--- src/rtl/bitonic_batch_loader.sv ---
// Collects a valid/ready word stream into SIZE-wide batches for the bitonic sorter tree.
// Short batches are padded so the pads sort to the tail; out_count gives the real length.
module bitonic_batch_loader #(
  parameter int VALUE_BITS = 8,
  parameter int DEPTH      = 4,
  parameter int DIRECTION  = 0,
  parameter int SIZE       = 1 << DEPTH
) (
  input  logic                                clk,
  input  logic                                rst_n,
  input  logic                                in_valid,
  output logic                                in_ready,
  input  logic [VALUE_BITS-1:0]               in_value,
  input  logic                                in_last,
  output logic                                out_valid,
  input  logic                                out_ready,
  output logic [SIZE-1:0][VALUE_BITS-1:0]     out_data,
  output logic [DEPTH:0]                      out_count
);

  localparam logic [VALUE_BITS-1:0] PAD       = (DIRECTION == 0) ? {VALUE_BITS{1'b1}} : '0;
  localparam logic [DEPTH:0]        LAST_SLOT = (DEPTH+1)'(SIZE - 1);

  logic [VALUE_BITS-1:0]            fill_q [SIZE];
  logic [DEPTH:0]                   cnt_q, cnt_d;
  logic                             sealed_q, sealed_d;
  logic                             out_valid_q, out_valid_d;
  logic [SIZE-1:0][VALUE_BITS-1:0]  out_data_q, out_data_d;
  logic [DEPTH:0]                   out_count_q, out_count_d;

  logic                             accept, complete, out_free, load_out;
  logic [DEPTH:0]                   batch_n;
  logic [SIZE-1:0][VALUE_BITS-1:0]  batch_vec;

  assign in_ready  = !sealed_q;
  assign accept    = in_valid && !sealed_q;
  assign complete  = accept && (in_last || (cnt_q == LAST_SLOT));
  assign out_free  = !out_valid_q || out_ready;
  assign load_out  = (complete || sealed_q) && out_free;
  // A sealed batch already counts its last word; a completing one adds the word in flight.
  assign batch_n   = sealed_q ? cnt_q : cnt_q + 1'b1;

  always_comb begin
    for (int i = 0; i < SIZE; i++) begin
      if ((DEPTH+1)'(i) >= batch_n)
        batch_vec[i] = PAD;
      else if (accept && ((DEPTH+1)'(i) == cnt_q))
        batch_vec[i] = in_value;
      else
        batch_vec[i] = fill_q[i];
    end
  end

  always_comb begin
    // NOTE: every _d defaults to its _q first, so no path leaves a latch behind.
    cnt_d       = cnt_q;
    sealed_d    = sealed_q;
    out_valid_d = out_valid_q;
    out_data_d  = out_data_q;
    out_count_d = out_count_q;
    if (load_out) begin
      out_data_d  = batch_vec;
      out_count_d = batch_n;
      out_valid_d = 1'b1;
      cnt_d       = '0;
      sealed_d    = 1'b0;
    end else begin
      if (out_ready) out_valid_d = 1'b0;
      if (accept)    cnt_d       = cnt_q + 1'b1;
      if (complete)  sealed_d    = 1'b1;
    end
  end

  // NOTE: state registers use <= so every register updates from pre-edge values together.
  always_ff @(posedge clk or negedge rst_n) begin
    if (!rst_n) begin
      cnt_q       <= '0;
      sealed_q    <= 1'b0;
      out_valid_q <= 1'b0;
      out_data_q  <= '0;
      out_count_q <= '0;
    end else begin
      cnt_q       <= cnt_d;
      sealed_q    <= sealed_d;
      out_valid_q <= out_valid_d;
      out_data_q  <= out_data_d;
      out_count_q <= out_count_d;
    end
  end

  // NOTE: fill slots are not reset; cnt_q and the padding mask any stale contents.
  always_ff @(posedge clk) begin
    if (accept) fill_q[cnt_q[DEPTH-1:0]] <= in_value;
  end

  assign out_valid = out_valid_q;
  assign out_data  = out_data_q;
  assign out_count = out_count_q;

endmodule

--- config.mk ---
export PLATFORM = sky130hd
export DESIGN_NAME = bitonic_batch_loader
export DESIGN_NICKNAME = d
export VERILOG_FILES = /design/src/rtl/bitonic_batch_loader.sv
export SDC_FILE = /design/constraint.sdc
export NUM_CORES = 1
export LEC_CHECK = 0
export ABC_AREA = 1
export ABC_CLOCK_PERIOD_IN_PS = 2850
export BUFFER_PORTS_ARGS = -buffer_cell sky130_fd_sc_hd__buf_2
export CORE_UTILIZATION = 50
export DETAILED_ROUTE_END_ITERATION = 16
export HOLD_SLACK_MARGIN = 0.1
export PLACE_DENSITY = 0.7
export SETUP_SLACK_MARGIN = 0.2
export SLEW_MARGIN = 10
export SYNTH_ARGS = -nofsm -noshare
export SYNTH_HDL_FRONTEND = slang
export SYNTH_SLANG_ARGS = --single-unit
--- constraint.sdc ---
create_clock -name clk -period 2.85 [get_ports clk]
set_clock_uncertainty 0.15 [all_clocks]
set_input_delay 0.4275 -clock clk [delete_from_list [all_inputs] [get_ports clk]]
set_output_delay 0.4275 -clock clk [all_outputs]
set_load 0.005 [all_outputs]
; ---- Yosys cells after proc, flatten, opt, wreduce, memory -nomap -nowiden
; Memory sizes are Yosys's and may differ from the RTL's.
; Index checks and enable logic that the tools add are counted.
[word_totals]
register_bits = 140
mem_bits_rw = 128
in_bits = 13
output_inout_bits = 135
memories = 1
[memory_table]
columns = memory, words, width, read_ports, rd_clocked_by_memory_dff, write_ports, line_no
row1 = fill_q, 16, 8, 16, 0, 1, 24  ; logic [VALUE_BITS-1:0] fill_q [SIZE];
[op_classes]
n_addsub = 1
magnitude_cmp = 16
eq_ne = 16
n_mux = 41
n_reduce_logical = 28
[op_table]
columns = op, n
row1 = 2-to-1 mux 8 bit, 32
row2 = "equality test 4 x 5 -> 1 bit, first input constant", 8
row3 = "greater-or-equal comparator 4 x 5 -> 1 bit, first input constant", 8
row4 = "equality test 3 x 5 -> 1 bit, first input constant", 4
row5 = "greater-or-equal comparator 3 x 5 -> 1 bit, first input constant", 4
row6 = logical AND 1 bit, 19
row7 = 2-to-1 mux 5 bit, 3
row8 = "equality test 2 x 5 -> 1 bit, first input constant", 2
row9 = "greater-or-equal comparator 1 x 5 -> 1 bit, first input constant", 2
row10 = "greater-or-equal comparator 2 x 5 -> 1 bit, first input constant", 2
row11 = 2-to-1 mux 1 bit, 6
row12 = nonzero test 2 bit, 3
row13 = "adder 5 x 1 -> 5 bit, second input constant", 1
row14 = "equality test 1 x 5 -> 1 bit, first input constant", 1
row15 = "equality test 5 x 4 -> 1 bit, second input constant", 1
row16 = zero test 5 bit, 1
row17 = logical OR 1 bit, 3
row18 = zero test 1 bit, 2

; ---- Longest topological paths before layout
[depth]
ltp_word = 6
mapped_depth = 13
mapped_depth_nobuf = 12

; ---- Worst setup path before layout
; OpenSTA, ideal clock, no wires.
[synth_path]
path_type = reg-to-reg
start = register cnt_q[4]
end = register out_data_q, in the netlist out_data[68]
arrival_time_ns = 2.024
path_slack_ns = 0.559
path_stages_with_launch = 13
synth_period_minus_slack_ns = 2.291
path_cell_list = dfrtp_1 > buf_4 > inv_4 > buf_2 > buf_2 > ha_1 > nand2_1 > nand2_2 > nand3_2 > buf_2 > o21ai_2 > nor2_1 > nor2_1
[synth_between]
elab_chain_cells = 5
word_cells_on_any_way = 12
classes_between = add/sub: 1 / order compare: 1 / eq/ne: 2 / mux: 3 / reduce/logical: 5
[synth_lines]
columns = element, line_no
row1 = "start, declared", 25  ; logic [DEPTH:0] cnt_q, cnt_d;
row2 = "start signal, assigned", 83  ; cnt_q <= cnt_d;
row3 = branches (longest 5 deep; another with adder 5 x 1 -> 5 bit), -
row4 = "end signal, assigned", 86  ; out_data_q <= out_data_d;
row5 = "end, declared", 28  ; logic [SIZE-1:0][VALUE_BITS-1:0] out_data_q, out_data_d;
; Several ways; the timed one is not identified.
; A chain may end at the register's enable or synchronous reset.

; ---- Worst setup path after layout
[layout_path]
start = register cnt_q[0]
end = register out_data_q, in the netlist out_data[112]
; The elaborated chain is that of the path after synthesis.

==> impl_results.md <==
* Die Height at roughly 150 µm
* Pre-CTS WS at 0.3540 ns
* WP data arrival at around 2.8 ns
* WHS Path Cells at 1
* NetSw at roughly 3.3 mW
* Fin crit share at 86.78%
* DRC Markers at 0
* Antenna-violating nets left at 0
* Vias in the first global route at approximately 8000
* Crit-path slowest cell: dfrtp_1
* WP data required at 3.12 ns
* Pre-antenna DRT Iters at 5
* #FFs+latches synth at 268
* Worst r2r dst: out_data[112]
* Worst Tran Pin Value at 0.6999 ns
* Area contributors post-synth: edfxtp_1 (33%), dfrtp_1 (30%), nor2_1 (10%)
* Setup crit start kind: flip-flop
* Min Tclk post-route at ~2.5 ns
* Status: complete, no violations
* Post-Route WL at around 28000 µm
* R2R depth at 11
* Hold WC Path Type: in -> reg
* Setup Viol. Count Final at 0
* Drt via density at ~5.1
* Fin. Hold Viols at 0
* Ys Warns at 0
* Routability Congestion at just under 0.9
* Post-synth top area cell: edfxtp_1
* FMAX at about 0.4 GHz
* Die ar. at 23950 µm²
* R2R setup slack at 0.38 ns
* Top cell type's share of synthesized area at between 30% and 40%
* Ports at about 150
* Global-route wire length before repair at roughly 44000 µm
* Crit end category: flip-flop
* Sequential power share at a little under half
* Post-synthesis cell count at about 1300
* Half-perimeter wire length after placement at around 18000 µm
* Mapped cell area at around 12000 µm²
* Post-synthesis cell type count at 30
* Vias at about 9000
* Async set or reset register ratio after synthesis at about 52%
* Max cap viols at 0
* Switching share of power at between 20% and 30%
* IO Port Bufs at approximately 150
* Post-synth top flop: dfrtp_1
* Max_slew headroom at 53.17%
* RR Startpoint: cnt_q[0]
* Crit path cell chain: ha_2 -> inv_1 -> nor2_1 -> ha_1 -> nand2_1 -> nand2_2 -> nand3_2 -> buf_4 -> nand2_1 -> o21ai_0 -> nand2_1
* Worst-path clk slew at about 0.060 ns
* Post-synthesis sequential area ratio at 62.97%
* Syn nets at 1274
* Peak supply drop at roughly 480 µV
* Initial core utilization at slightly above 50%
* FP Rows at 55
* Detailed Route Iter0 Violations at around 700
* Cell mode on critical path: nand2_1
* CP Max Fanout at 9
* Pleak at 5.692 nW
* Commonest cells in the netlist: nor2_1 (325), nand2_1 (272), dfrtp_1 (140), edfxtp_1 (128), nand3_1 (89)
* Combinational Power Share at a little over a fifth
* Post-layout util at around three fifths
* Layout cells sized above 1 at 18.97%
* Hold endpoint: fill_q[9][4]
* Syn avg cell area at 9.289 µm²
* CP max stage delay at around 0.43 ns
* Nets at 1435
* Total CTS buffers at 28
* Most frequent cell after synthesis: nor2_1
* Tot GR Track Use at 23.74%
* Die X at 154.8 µm
* CTS tree: built
* Min Hold Slack at 0.1256 ns
* Max-slew violation count at 0
* Post-Route Setup TNS at 0 ns
* Antenna violations before repair at 0
* Wire per inst at roughly 16 µm
* Core box area at between 20000 and 25000 µm²
* Worst hold start: in_value[4]
* Largest net degree at the start of global routing at about 90
* Root Buffer: clkbuf_16
* Power Density at between 700 and 800 nW/µm²
* Post-synth EDFFs at 128
* Internal power at about 7.7 mW
* Grt ovf at 0
* Crit Path Class: reg -> reg
* RSZ-0062 raised after global routing: no
* # clock sinks at approximately 270
* Synth-to-Final Area Change at 18.16%
* Skew-Pair Late Insertion Delay at 0.54 ns
* Antenna diodes at 0
* Max clock buf depth at 3
* Setup WS post-layout at 0.3769 ns
* Clock Power Share at between 30 and 40%
* H-tree levels at 1
per-layer routing:
layer  vias to the layer above  track usage, %  part of all wire, %
met5                         -               0                    0
met4                         0           6.506                  2.3
met3                        51           3.222                  6.0
met2                       297           36.78                   46
met1                      4235           35.27                   46
li1                       4373               -                    -
power groups by stage:
stage               combinational (mW)  clock, mW  sequential (mW)
floorplan                         1.22          0             5.09
global placement                  2.24          0             5.09
detailed placement                2.29          0             5.09
CTS                               2.30       3.72             5.02
global route                      2.56       3.87             5.09
finish                            2.28       3.65             5.02
sequential cells by signal (all words and copies together) (netlist names):
register / count
out_count: 5
out_valid: 1
cnt_q: 5
sealed_q: 1
fill_q: 128
out_data: 128
cell usage in the layout, fill, tap and decap left out:
cell type      count
a21oi_1           67
a21oi_4            1
and2_1             1
buf_12             3
buf_16             1
buf_2            146
buf_4             28
buf_6              2
bufinv_16          3
clkbuf_1           4
clkbuf_16         29
clkbuf_8           2
clkinv_1           5
clkinv_2           9
dfrtp_1          140
dlygate4sd3_1      2
edfxtp_1         128
ha_1               4
ha_2               1
inv_1             75
inv_2              8
inv_4              1
nand2_1          272
nand2_2           12
nand2_4            3
nand3_1           89
nand3_2            2
nand4_1            2
nand4_2            1
nor2_1           325
nor2_2            10
nor2_4             1
nor2_8             1
nor3_2             4
nor3_4             2
o211ai_1           8
o21ai_0           40
o21ai_1            4
o21ai_2            3
worst max-delay path by stage:
stage / startpoint / cells after the start / slack [ns] / endpoint
detailed placement: cnt_q[0] / 10 / 0.35 / out_data[48]
finish: cnt_q[0] / 11 / 0.38 / out_data[112]
floorplan: cnt_q[4] / 12 / 0.56 / out_data[68]
global placement: cnt_q[0] / 11 / 0.35 / out_data[112]
global route: cnt_q[1] / 11 / 0.20 / out_data[115]
CTS: cnt_q[0] / 10 / 0.33 / out_data[55]
kinds of logic (layout without fill, tap and decap cells):
kind of cell    count (synthesis)  in the layout  share of synthesized area [%]
simple gates                  725            725                          25.82
flops                         268            268                          62.97
buf+inv                       135            318                          5.126
compound gates                123            123                          5.544
fa+ha+maj                       5              5                         0.5362
through the flow:
| step | instances | area [µm²] | total power, mW |
|---|---|---|---|
| 6_report | 1752 | 13790 | 10.95 |
| 5_1_grt | 1752 | 13790 | 11.52 |
| 4_1_cts | 1752 | 13770 | 11.04 |
| 3_5_place_dp | 1698 | 12830 | 7.385 |
| 3_3_place_gp | 1698 | 12830 | 7.328 |
| 2_1_floorplan | 1256 | 11670 | 6.311 |
final cells by class:
| type | count | area [µm²] |
|---|---|---|
| clock buffers | 35 | 768.2 |
| clock inverters | 17 | 153.9 |
| fillers | 1944 | 8992 |
| inverters | 84 | 317.8 |
| multi-input cells | 853 | 3736 |
| flip-flops and latches | 268 | 7347 |
| well taps | 313 | 391.6 |
| repair buffers | 182 | 1071 |
critical path, delay by kind of cell, from the launching register on:
| kind | cells | cell delay, ns |
|---|---|---|
| AOI/OAI and AO/OA | 1 | 0.22 |
| DFF | 1 | 0.43 |
| buffers and inverters | 2 | 0.26 |
| adders and majority gates | 2 | 0.52 |
| and+or+nand+nor | 6 | 0.78 |
what timing repair did:
item | CTS | global route
gates resized for setup | 0 | 4
setup endpoints to repair | 0 | 15
endpoints found under the hold margin | 68 | 0
setup buffers | 0 | 0
hold buffers | 2 | 0
Note: power is estimated with default switching activity, not from simulation.
